[src/rtl/sobel_pkg.sv]
// Shared types and constants for the BMP frame streamer and its byte packer.
package sobel_pkg;

  typedef enum logic [1:0] {
    IDLE,
    READ,
    DRAIN,
    FINISH
  } state_t;

  localparam logic [1:0] PH_B = 2'd0;
  localparam logic [1:0] PH_G = 2'd1;
  localparam logic [1:0] PH_R = 2'd2;

  localparam int BYTES_PER_PIXEL = 3;

endpackage

[src/rtl/bgr_pixel_packer.sv]
// Collects B, G, R bytes in stream order and presents them as one RGB pixel
// with a single-cycle valid pulse.
module bgr_pixel_packer
  import sobel_pkg::*;
(
  input  logic       clk,
  input  logic       rst,
  input  logic [7:0] byte_i,
  input  logic       byte_valid_i,
  input  logic       clear_i,
  output logic [7:0] red_o,
  output logic [7:0] green_o,
  output logic [7:0] blue_o,
  output logic       pixel_valid_o
);

  logic [1:0] r_phase;
  logic [7:0] r_blue_hold;
  logic [7:0] r_green_hold;
  logic [7:0] r_red;
  logic [7:0] r_green;
  logic [7:0] r_blue;
  logic       r_valid;

  // NOTE: sequential state uses non-blocking assignments so every register
  // samples the pre-edge values, independent of statement order.
  always_ff @(posedge clk or posedge rst) begin
    if (rst) begin
      r_phase      <= PH_B;
      r_blue_hold  <= '0;
      r_green_hold <= '0;
      r_red        <= '0;
      r_green      <= '0;
      r_blue       <= '0;
      r_valid      <= 1'b0;
    end else begin
      r_valid <= 1'b0;
      if (clear_i) begin
        r_phase <= PH_B;
      end else if (byte_valid_i) begin
        case (r_phase)
          PH_B: begin
            r_blue_hold <= byte_i;
            r_phase     <= PH_G;
          end
          PH_G: begin
            r_green_hold <= byte_i;
            r_phase      <= PH_R;
          end
          default: begin
            // All three components update together so the sink never sees a mixed pixel.
            r_red   <= byte_i;
            r_green <= r_green_hold;
            r_blue  <= r_blue_hold;
            r_valid <= 1'b1;
            r_phase <= PH_B;
          end
        endcase
      end
    end
  end

  assign red_o         = r_red;
  assign green_o       = r_green;
  assign blue_o        = r_blue;
  assign pixel_valid_o = r_valid;

endmodule

[src/rtl/bmp_frame_streamer.sv]
// Streams one bottom-up 24-bit BMP frame from byte-wide memory as
// valid-qualified RGB pixels for the sobel camera interface.
module bmp_frame_streamer
  import sobel_pkg::*;
#(
  parameter int ROWS   = 400,
  parameter int COLS   = 400,
  parameter int ADDR_W = 20
) (
  input  logic              clk,
  input  logic              rst,
  input  logic              start_i,
  input  logic [ADDR_W-1:0] base_addr_i,
  output logic [ADDR_W-1:0] mem_addr_o,
  output logic              mem_rd_o,
  input  logic [7:0]        mem_data_i,
  output logic [7:0]        cam_red_o,
  output logic [7:0]        cam_green_o,
  output logic [7:0]        cam_blue_o,
  output logic              cam_done_o,
  output logic              busy_o,
  output logic              frame_done_o
);

  localparam int N     = ROWS * COLS;
  localparam int TOTAL = N * BYTES_PER_PIXEL;
  localparam int BW    = $clog2(TOTAL);
  localparam int PW    = $clog2(N);

  localparam logic [BW-1:0] LAST_BYTE  = BW'(TOTAL - 1);
  localparam logic [PW-1:0] LAST_PIXEL = PW'(N - 1);

  state_t            r_state;
  state_t            w_next_state;
  logic [ADDR_W-1:0] r_addr;
  logic [BW-1:0]     r_byte_cnt;
  logic [PW-1:0]     r_pix_cnt;
  logic              r_rd_d1;
  logic              w_accept;
  logic              w_last_byte;
  logic              w_pixel_valid;

  assign w_accept    = (r_state == IDLE) && start_i;
  assign w_last_byte = (r_byte_cnt == LAST_BYTE);

  always_ff @(posedge clk or posedge rst) begin
    if (rst) r_state <= IDLE;
    else     r_state <= w_next_state;
  end

  // NOTE: the next state gets a default before the case so no path leaves it
  // unassigned, which would otherwise infer a latch.
  always_comb begin
    w_next_state = r_state;
    case (r_state)
      IDLE:    if (start_i) w_next_state = READ;
      READ:    if (w_last_byte) w_next_state = DRAIN;
      DRAIN:   w_next_state = FINISH;
      FINISH:  w_next_state = IDLE;
      default: w_next_state = IDLE;
    endcase
  end

  // The address stops on the last issued byte so it holds while reads are idle.
  always_ff @(posedge clk or posedge rst) begin
    if (rst) begin
      r_addr     <= '0;
      r_byte_cnt <= '0;
    end else if (w_accept) begin
      r_addr     <= base_addr_i;
      r_byte_cnt <= '0;
    end else if (r_state == READ && !w_last_byte) begin
      r_addr     <= r_addr + ADDR_W'(1);
      r_byte_cnt <= r_byte_cnt + BW'(1);
    end
  end

  // Read data returns one cycle after the request, so the valid flag is the delayed read.
  always_ff @(posedge clk or posedge rst) begin
    if (rst) r_rd_d1 <= 1'b0;
    else     r_rd_d1 <= mem_rd_o;
  end

  always_ff @(posedge clk or posedge rst) begin
    if (rst) begin
      r_pix_cnt <= '0;
    end else if (w_accept) begin
      r_pix_cnt <= '0;
    end else if (w_pixel_valid) begin
      r_pix_cnt <= (r_pix_cnt == LAST_PIXEL) ? '0 : r_pix_cnt + PW'(1);
    end
  end

  bgr_pixel_packer u_packer (
    .clk          (clk),
    .rst          (rst),
    .byte_i       (mem_data_i),
    .byte_valid_i (r_rd_d1),
    .clear_i      (w_accept),
    .red_o        (cam_red_o),
    .green_o      (cam_green_o),
    .blue_o       (cam_blue_o),
    .pixel_valid_o(w_pixel_valid)
  );

  assign mem_addr_o   = r_addr;
  assign mem_rd_o     = (r_state == READ);
  assign cam_done_o   = w_pixel_valid;
  assign busy_o       = (r_state != IDLE);
  assign frame_done_o = w_pixel_valid && (r_pix_cnt == LAST_PIXEL);

endmodule
[config.mk]
export PLATFORM = sky130hd
export DESIGN_NAME = bmp_frame_streamer
export DESIGN_NICKNAME = d
export VERILOG_FILES = /design/src/rtl/sobel_pkg.sv /design/src/rtl/bgr_pixel_packer.sv /design/src/rtl/bmp_frame_streamer.sv
export SDC_FILE = /design/constraint.sdc
export NUM_CORES = 1
export LEC_CHECK = 0
export BUFFER_PORTS_ARGS = -buffer_cell sky130_fd_sc_hd__buf_2
export CORE_ASPECT_RATIO = 0.7
export CORE_MARGIN = 2
export CORE_UTILIZATION = 45
export DETAILED_ROUTE_END_ITERATION = 7
export HOLD_SLACK_MARGIN = 0.02
export PLACE_DENSITY = 0.66
export SKIP_CTS_REPAIR_TIMING = 1
export SYNTH_ARGS = -nofsm -noshare
export SYNTH_HDL_FRONTEND = slang
export SYNTH_SLANG_ARGS = --single-unit
[constraint.sdc]
create_clock -name clk -period 10.2 [get_ports clk]
set_input_delay 1.53 -clock clk [delete_from_list [all_inputs] [get_ports clk]]
set_output_delay 1.53 -clock clk [all_outputs]
set_load 0.005 [all_outputs]
==> reports/results.txt, run 1 <==
Setup Viol. Count Final = 0
Count of input and output buffers = 78
# clock sinks = 103
Reg2Reg Depth = 5
Slew headroom = 20.09%
CTS root buffer = clkbuf_16
Fill cells = 941
Clock transition at the registers of the reported paths = 0.08 ns
Vias per Instance = 5.323
Finished Layout Cells = 654
Count leader, synth = dfrtp_1
Register Area = 2577 sq um
DP HPWL = 6.836 mm
DRC violations left = 0
Power per Cell Area = 141.3 nW/um^2
Hold WC Path Type = reg2reg
Iter 0 DRT Violations = 234
Die height = 90.76 um
Post-synth EDFFs = 0
Post-synth top cells = dfrtp_1 (103), nor2_1 (57), mux2_2 (42)
Critical Path Fanout Max = 25
GR Overflow Total = 0
Synth Warn # = 0
Die W = 127.9 um
Setup crit start kind = input port
Worst IR Drop VDD = 0.09459 mV
Nets = 555
Final clock skew = 0.008589 ns
CP endpoint kind = flip-flop
Arrival time at the worst endpoint = 3.76 ns
Post-synth top area cell = dfrtp_1
CTS Buf Count = 9
WP depth = 4
FF+latch count, synth = 103
Vias = 3481
Synth cell types = 41
First-pass DRT Iterations = 4
Buf/Inv on CP = 1
Hold Violations, Final = 0
CP max-delay cell = nand3_1
Tot GR Track Use = 18.67%
Period minus WS final = 3.535 ns
Fin crit share = 34.66%
Count of pins over their slew limit = 0
Antenna-violating nets left = 0
Critical Path, Cell by Cell = buf_2 -> nand2_1 -> nand3_1 -> mux2_2
Cell count after synthesis = 444
Initial antenna violation count = 0
Vias in the first global route = 3414
WL final = 10.07 mm
Critical Path End = u_packer.blue_o[6]
Worst hold slack = 0.5072 ns
Ys async rst share = 100.0%
FF-to-FF setup slack = 7.26 ns
Most used DFF post-synth = dfrtp_1
HP Start = u_packer.r_green_hold[5]
Area of the multi-input gates = 2137 sq um
Number of H-tree levels = 3
Syn_nets = 482
RSZ-0062 raised after global routing = false
Starting Density = 46.55%
Fin util = 54.18%
Core ar. = 10400 sq um
Most area-consuming cells after synthesis = dfrtp_1 (53%), mux2_2 (9.8%), xor2_1 (6.0%), nor2_1 (4.4%), nand2_1 (2.4%)
Share of the yosys chip area belonging to registers = 53.27%
Die area = 11610 sq um
Slowest Stage Delay on Critical Path = 0.98 ns
Slew of the pin with the lowest slew margin = 1.195 ns
Leak = 2.438 nW
Synth top area share = 53.27%
Max-cap violations = 0
Global-route wire length before repair = 17.19 mm
WP data required = 10.43 ns
Layout cells sized above 1 = 27.78%
Reg-to-Reg Start = r_state[1]
# placed instances = 638
Largest net degree at the start of global routing = 57
I/O pin total = 79
Worst Setup SP = start_i
Area grow syn2layout = 16.40%
# rows = 31
Delay-heaviest family, CP = simple AND/OR/NAND/NOR gates
Cell area after synthesis = 4838 sq um
Status = completed
Bufs on Longest Clock Path = 2
Critical path type = in2reg
Fmax = 282.9 MHz
TritonCTS clock tree = yes
Worst r2r dst = u_packer.blue_o[6]
Placer congestion estimate = 0.8105
Diode count = 0
Insertion delay to the later sink of the worst-skew pair = 0.35 ns
Routed len/inst = 15.39 um
Final setup TNS = 0 ns
Syn_area_per_cell = 10.90 sq um
-- cell type report --
class	count	share of cell area, %
Timing Repair Buffer	80	7.198
Clock inverter	7	1.377
Clock buffer	9	3.999
Sequential cell	103	45.77
Tap cell	132	2.933
Multi-Input combinational cell	312	37.95
Inverter	11	0.7776
-- kinds of logic (layout without fill, tap and decap cells) --
family,after synthesis,count (layout),share of synthesized area (%)
adder cells (fa/ha/maj),7,7,1.810
multiplexers,48,48,11.04
buffers and inverters,29,107,2.560
AND/OR/NAND/NOR,161,161,16.11
flip-flops,103,103,53.27
XOR/XNOR,46,46,8.327
AO/OA/AOI/OAI,50,50,6.879
-- sequential cells by signal, indices dropped and copies added, names as in the netlist --
name	flops
mem_addr_o	20
r_byte_cnt	19
r_pix_cnt	18
u_packer.blue_o	8
u_packer.green_o	8
u_packer.r_blue_hold	8
u_packer.r_green_hold	8
u_packer.red_o	8
r_state	2
u_packer.r_phase	2
r_rd_d1	1
u_packer.pixel_valid_o	1
-- per-stage QoR --
step           power (mW)  setup WS (ns)  area (sq um)
2_1_floorplan      0.4408          5.966          4838
3_3_place_gp       0.4561          6.322          5329
3_5_place_dp       0.4575          6.248          5329
4_1_cts            0.8056          6.622          5632
5_1_grt            0.8294          6.461          5632
6_report           0.7956          6.665          5632
-- worst min-delay path by stage --
stage | end | cells after the start
6_report | u_packer.r_green_hold[5] | 1
5_1_grt | u_packer.r_blue_hold[0] | 1
4_1_cts | u_packer.r_blue_hold[5] | 1
3_5_place_dp | u_packer.r_blue_hold[5] | 1
3_3_place_gp | u_packer.green_o[1] | 1
2_1_floorplan | u_packer.blue_o[0] | 1
-- routing by layer --
metal  track usage (%)  share of wire, %  vias to the layer above
met5                 0                 0                        -
met2             27.45                45                       70
met4             4.762              0.31                        0
met1             27.61                51                     1703
li1                  -                 -                     1704
met3             4.739               4.4                        4
-- report_power, final --
part	switching, mW	internal, mW
clock network	0.172	0.176
registers	0.00422	0.416
logic	0.0149	0.0133
total	0.191	0.605
-- worst register-to-register path, cell delays in order, from the launching register on --
cell     delay, ns
dfrtp_1       0.38
inv_1         0.09
ha_1          0.24
nand2_1       0.52
nand3_1       0.99
mux2_2        0.62
-- placed cells by master (no fill, tap or decap), types with 3 or more instances in the layout --
| cell | instances |
|---|---|
| ha_1 | 7 |
| o211ai_1 | 7 |
| or3_1 | 4 |
| a31oi_1 | 5 |
| nor4_1 | 4 |
| and2_1 | 5 |
| inv_1 | 10 |
| and4_1 | 4 |
| nor2_1 | 57 |
| nand3_1 | 22 |
| or4_1 | 3 |
| xnor2_1 | 13 |
| a21oi_1 | 4 |
| buf_2 | 78 |
| o2111ai_1 | 4 |
| mux2i_1 | 5 |
| nand2_1 | 31 |
| o21ai_0 | 15 |
| clkbuf_16 | 9 |
| inv_8 | 4 |
| nand4_1 | 9 |
| xor2_1 | 33 |
| o21ai_1 | 6 |
| mux2_2 | 42 |
| and3_1 | 6 |
| dfrtp_1 | 103 |
| nor3_1 | 7 |
No activity file was read; power rests on OpenSTA's default activity.
==> run 2: changes to the inputs <==
Settings changed: ABC_AREA set to 1, PLACE_DENSITY 0.66 to 0.65.
Clock period 10.2 ns to 3.65 ns, I/O delays scaled along.
==> run 2 against run 1 <==
Worst hold slack got worse by 0.40 ns; die area is 14% higher; final cell count grew 50%; sequential share of layout area is 5.0 points lower; combinational power rose to 54 times the previous value; critical path type is now reg2reg; largest power group unchanged; count of clock-buffer cells in the layout up 1; critical endpoint is now r_pix_cnt[5]; area after synthesis up 14%; sequential cell count unchanged; clock power rose to 2.8 times the previous value; global-route usage grew 3.0 points; synthesized cell count increased by 70%.
==> reports/results.txt, run 2 <==
Clock transition at the registers of the reported paths = 0.07 ns (about the same)
RSZ-0062 raised after global routing = false
Setup crit start kind = flip-flop
Most used DFF post-synth = dfrtp_1
Cell count after synthesis = 753 (+70%)
Final clock skew = 0.008383 ns (-0.0002060 ns)
Die height = 96.83 um (+6.7%)
Placer congestion estimate = 0.9688 (+20%)
Cell area after synthesis = 5539 sq um (+14%)
WL final = 13.69 mm (+36%)
Fill cells = 1162 (+23%)
Diode count = 0 (unchanged)
Slowest Stage Delay on Critical Path = 0.45 ns (-0.53 ns)
# placed instances = 968 (+52%)
Status = completed
Fmax = 389.2 MHz
# clock sinks = 103 (unchanged)
Layout cells sized above 1 = 14.15% (-14 points)
Synth cell types = 32 (-22%)
Worst IR Drop VDD = 0.4070 mV (+330%)
Power per Cell Area = 693.0 nW/um^2 (+390%)
Insertion delay to the later sink of the worst-skew pair = 0.35 ns (about the same)
Max reg flops = 20 (unchanged)
Synth top area share = 46.53% (-6.7 points)
Max-cap violations = 0 (unchanged)
I/O pin total = 79 (unchanged)
Syn_nets = 791 (+64%)
WP data required = 3.86 ns (-6.57 ns)
Count of pins over their slew limit = 0 (unchanged)
Die W = 136.6 um (+6.8%)
Vias in the first global route = 4697 (+38%)
Share of the yosys chip area belonging to registers = 46.53% (-6.7 points)
Worst hold slack = 0.1119 ns (-0.3952 ns)
Most frequent cells in the layout = nand2_1 (285), dfrtp_1 (103), nor2_1 (85)
TritonCTS clock tree = yes
DP HPWL = 9.979 mm (+46%)
Number of H-tree levels = 3 (unchanged)
DRC violations left = 0 (unchanged)
Core ar. = 11850 sq um (+14%)
Bufs on Longest Clock Path = 2 (unchanged)
Period minus WS final = 2.570 ns
Ys async rst share = 100.0% (unchanged)
Global-route wire length before repair = 23.02 mm (+34%)
CTS root buffer = clkbuf_16
Final WS setup = 1.080 ns (-5.584 ns)
Commonest non-fill, non-tap cell in the layout = nand2_1
Critical Path, Cell by Cell = inv_1 -> ha_1 -> nand2_1 -> buf_4 -> nand2_1 -> inv_1 -> nor2_1 -> nand2_1 -> xor2_1 -> nor2_1
Starting Density = 46.74% (+0.20 points)
Count of input and output buffers = 78 (unchanged)
Design Power = 4.386 mW (+450%)
Hold Violations, Final = 0 (unchanged)
FF+latch count, synth = 103 (unchanged)
Vias = 5068 (+46%)
Antenna-violating nets left = 0 (unchanged)
Tot GR Track Use = 21.63% (+3.0 points)
Setup Viol. Count Final = 0 (unchanged)
Area grow syn2layout = 14.25%
Critical path type = reg2reg
Finished Layout Cells = 984 (+50%)
Synth Warn # = 0 (unchanged)
Vias per Instance = 5.150 (-3.2%)
Slew headroom = 43.98% (+24 points)
Critical Path Fanout Max = 46 (+84%)
Leak = 3.223 nW (+32%)
FF-to-FF setup slack = 1.08 ns (-6.18 ns)
First-pass DRT Iterations = 5 (+1)
Most area-consuming cells after synthesis = dfrtp_1 (47%), nand2_1 (19%), nor2_1 (5.8%), nand3_1 (5.0%), o21ai_0 (4.6%)
Arrival time at the worst endpoint = 2.78 ns (-0.98 ns)
Worst r2r dst = r_pix_cnt[5]
Post-synth EDFFs = 0 (unchanged)
Iter 0 DRT Violations = 383 (+64%)
Count leader, synth = nand2_1
Post-Place Worst Slack = 1.087 ns (-5.161 ns)
Hold WC Path Type = in2async
Slew of the pin with the lowest slew margin = 0.8394 ns (-0.3559 ns)
Die area = 13230 sq um (+14%)
Reg-to-Reg Start = r_state[0]
Post-synth top cells = nand2_1 (285), dfrtp_1 (103), nor2_1 (85)
Worst Setup SP = r_state[0]
# rows = 33 (+6.5%)
Reg2Reg Depth = 10 (+5)
CP max-delay cell = nand2_1
Nets = 860 (+55%)
CTS Buf Count = 9 (unchanged)
Post-synth top area cell = dfrtp_1
CP most frequent cell = nand2_1
Routed len/inst = 13.91 um (-9.6%)
Fin crit share = 70.40%
Largest net degree at the start of global routing = 91 (+60%)
CP endpoint kind = flip-flop
Initial antenna violation count = 0 (unchanged)
Final setup TNS = 0 ns (unchanged)
GR Overflow Total = 0 (unchanged)
Syn_area_per_cell = 7.356 sq um (-32%)
[run 2: critical path: cells and delay by family (launching register included)]
| family | cells | cell delay, ns |
|---|---|---|
| flip-flops | 1 | 0.38 |
| AND/OR/NAND/NOR | 5 | 0.80 |
| buffers and inverters | 3 | 0.87 |
| adder cells (fa/ha/maj) | 1 | 0.21 |
| XOR/XNOR | 1 | 0.14 |
[run 2: metal layers]
metal  track usage (%)  routed length (um)
met5                 0                   0
met4             5.369                 125
met3             5.189                 875
met2             29.85                5629
met1             33.73                7062
[run 2: per-stage QoR]
stage               utilization (%)  cell area [sq um]
finish                        53.41               6329
global route                  53.41               6329
CTS                           53.41               6329
detailed placement            50.90               6032
global placement              50.90               6032
floorplan                         -               5539
[run 2: cell type report]
cell class	instances	area, sq um	area share, %
Multi-Input combinational cell	564	2597	41.04
Clock inverter	6	67.56	1.068
Tap cell	157	196.4	3.104
Timing Repair Buffer	80	417.9	6.603
Inverter	64	242.7	3.836
Sequential cell	103	2577	40.73
Clock buffer	10	229.0	3.618
[run 2: cells by family (layout without fill, tap and decap cells)]
family                   count (synthesis)  in the layout  share of synthesized area, %
AND/OR/NAND/NOR                        472            472                         35.87
flip-flops                             103            103                         46.53
buffers and inverters                   86            160                         6.573
AO/OA/AOI/OAI                           64             64                         6.121
XOR/XNOR                                21             21                         3.321
adder cells (fa/ha/maj)                  7              7                         1.581
[run 2: worst max path at each step]
| stage | end | slack (ns) | cells after the start |
|---|---|---|---|
| final | r_pix_cnt[5] | 1.08 | 10 |
| after global routing | u_packer.red_o[0] | 0.73 | 9 |
| after CTS | u_packer.red_o[4] | 1.10 | 10 |
| after detailed placement | u_packer.red_o[3] | 1.09 | 9 |
| after global placement | u_packer.red_o[5] | 1.23 | 9 |
| after floorplan | mem_addr_o[0] | 0.40 | 1 |
[run 2: report_power, final]
part | total (mW) | internal, mW | switching (mW)
Combinational | 1.52 | 0.553 | 0.972
Sequential | 1.90 | 1.53 | 0.367
Clock | 0.964 | 0.536 | 0.428
Total | 4.39 | 2.62 | 1.77
==> run 3: changes to the inputs <==
Settings changed: PLACE_DENSITY 0.65 to 0.68.
Clock period 3.65 ns to 2.1 ns, I/O delays scaled along.
==> run 3 against run 2 <==
Via count is essentially flat; non-clock buffer count is 15 higher; first-iteration DRC count is 29% lower; wire length down 3.1%; count of clock-buffer cells in the layout did not move; sequential power increased by 72%; combinational power increased by 88%; worst setup slack worse by 0.97 ns; critical path type is now reg2out; largest power group unchanged; highest routed layer unchanged.
==> reports/results.txt, run 3 (synthesized netlist as in run 2, its figures left out) <==
Status = completed
TritonCTS clock tree = yes
Critical Path Fanout Max = 3 (-93%)
Leak = 3.316 nW (+2.9%)
Worst Setup SP = r_pix_cnt[0]
Clock transition at the registers of the reported paths = 0.08 ns (about the same)
Tot GR Track Use = 21.00% (-0.64 points)
Max-cap violations = 0 (unchanged)
Commonest non-fill, non-tap cell in the layout = nand2_1
Design Power = 7.825 mW (+78%)
Bufs on Longest Clock Path = 2 (unchanged)
Count of pins over their slew limit = 0 (unchanged)
WL final = 13.27 mm (-3.1%)
Critical path type = reg2out
# rows = 33 (unchanged)
Setup crit start kind = flip-flop
Flop pwr share = 41.8% (-1.5 points)
Antenna-violating nets left = 0 (unchanged)
Critical Path End = frame_done_o
First-pass DRT Iterations = 5 (unchanged)
I/O pin total = 79 (unchanged)
Sw power = 3.154 mW (+78%)
Worst r2r dst = r_pix_cnt[13]
Fin crit share = 94.94%
Vias in the first global route = 4867 (+3.6%)
Routed len/inst = 13.27 um (-4.6%)
Sw Ratio = 40.30% (about the same)
Fill cells = 1126 (-3.1%)
Vias per Instance = 5.067 (-1.6%)
Delay-heaviest family, CP = simple AND/OR/NAND/NOR gates
DRC violations left = 0 (unchanged)
Die W = 136.6 um (unchanged)
Global-route wire length before repair = 22.61 mm (-1.8%)
Worst IR Drop VDD = 0.5229 mV (+28%)
WP depth = 6 (-4)
Period minus WS final = 1.994 ns
Number of H-tree levels = 3 (unchanged)
Core ar. = 11850 sq um (unchanged)
Power Internal = 4.672 mW (+78%)
Final clock skew = 0.007707 ns (-0.0006758 ns)
Clock power share = 21.7% (-0.3 points)
Largest net degree at the start of global routing = 104 (+14%)
Max reg flops = 20 (unchanged)
CTS Buf Count = 9 (unchanged)
Slowest Stage Delay on Critical Path = 0.38 ns (-0.07 ns)
Logic pwr share = 36.5% (+1.7 points)
Slew headroom = 63.81% (+20 points)
Area grow syn2layout = 17.80%
Insertion delay to the later sink of the worst-skew pair = 0.35 ns (about the same)
Slew of the pin with the lowest slew margin = 0.5429 ns (-0.2966 ns)
CTS root buffer = clkbuf_16
Reg2Reg Depth = 10 (unchanged)
Most frequent cells in the layout = nand2_1 (283), dfrtp_1 (103), nor2_1 (84)
Fmax = 501.6 MHz
Nets = 876 (+1.9%)
Critical Path, Cell by Cell = ha_1 -> nand2_2 -> nor2_4 -> nand2_2 -> nor4_2 -> buf_2
Setup Viol. Count Final = 0 (unchanged)
# clock sinks = 103 (unchanged)
Placer congestion estimate = 0.9125 (-5.8%)
Iter 0 DRT Violations = 271 (-29%)
Vias = 5067 (-0.020%)
Final setup TNS = 0 ns (unchanged)
Buf/Inv on CP = 1 (-2)
CP max-delay cell = dfrtp_1
DP HPWL = 9.170 mm (-8.1%)
Layout cells sized above 1 = 16.73% (+2.6 points)
Power per Cell Area = 1199 nW/um^2 (+73%)
Count of input and output buffers = 78 (unchanged)
Die area = 13230 sq um (unchanged)
CP endpoint kind = output port
RSZ-0062 raised after global routing = false
Initial antenna violation count = 0 (unchanged)
Diode count = 0 (unchanged)
Reg-to-Reg Start = r_state[0]
Die height = 96.83 um (unchanged)
GR Overflow Total = 0 (unchanged)
CP most frequent cell = nand2_2
Starting Density = 46.74% (unchanged)
Arrival time at the worst endpoint = 1.68 ns (-1.10 ns)
Hold WC Path Type = in2async
Hold Violations, Final = 0 (unchanged)
WP data required = 1.78 ns (-2.08 ns)
FF-to-FF setup slack = 0.20 ns (-0.88 ns)
==> run 3: worst min-delay path by stage <==
stage / end / cells past startpoint
3_5_place_dp: u_packer.green_o[0] / 2
6_report: u_packer.green_o[4] / 3
3_3_place_gp: u_packer.blue_o[0] / 2
4_1_cts: u_packer.green_o[4] / 3
2_1_floorplan: u_packer.blue_o[0] / 2
5_1_grt: u_packer.green_o[4] / 3
==> run 3: final cells by class <==
cell class	instances	area (sq um)	area share, %
repair buffers	95	571.8	8.763
well taps	157	196.4	3.011
inverters	64	250.2	3.835
flip-flops and latches	103	2577	39.50
clock buffers	10	239.0	3.663
clock inverters	6	58.81	0.9012
repair inverters	1	7.507	0.1151
multi-input cells	564	2624	40.21
==> run 3: through the flow <==
step | instance area [sq um] | utilization [%] | hold slack (ns) | instances | setup WS [ns]
2_1_floorplan | 5543 | - | 0.4492 | 753 | 0.4392
3_3_place_gp | 6118 | 51.63 | 0.4523 | 976 | 0.1393
3_5_place_dp | 6118 | 51.63 | 0.4555 | 976 | 0.04181
4_1_cts | 6416 | 54.14 | 0.1391 | 992 | -0.1083
5_1_grt | 6525 | 55.06 | 0.1628 | 1000 | 0.006497
6_report | 6525 | 55.06 | 0.1087 | 1000 | 0.1063
==> run 3: power by group through the flow <==
stage,combinational [mW],clock [mW],sequential (mW)
after detailed placement,2.79,0,3.29
after global routing,3.32,1.83,3.37
final,2.86,1.70,3.27
after floorplan,1.89,0,3.19
after global placement,2.71,0,3.27
after CTS,2.80,1.75,3.27
==> run 3: metal layers <==
layer / share of wire, % / global-route usage, % / vias up
met1: 47 / 28.52 / 2348
met2: 45 / 34.31 / 154
li1: - / - / 2552
met3: 6.8 / 4.403 / 13
met5: 0 / 0 / -
met4: 0.90 / 5.048 / 0
==> run 3: tightest hold or removal path: stages <==
cell and delay (ns):
buf_2 0.11, clkinvlp_4 0.07, buf_12 0.42
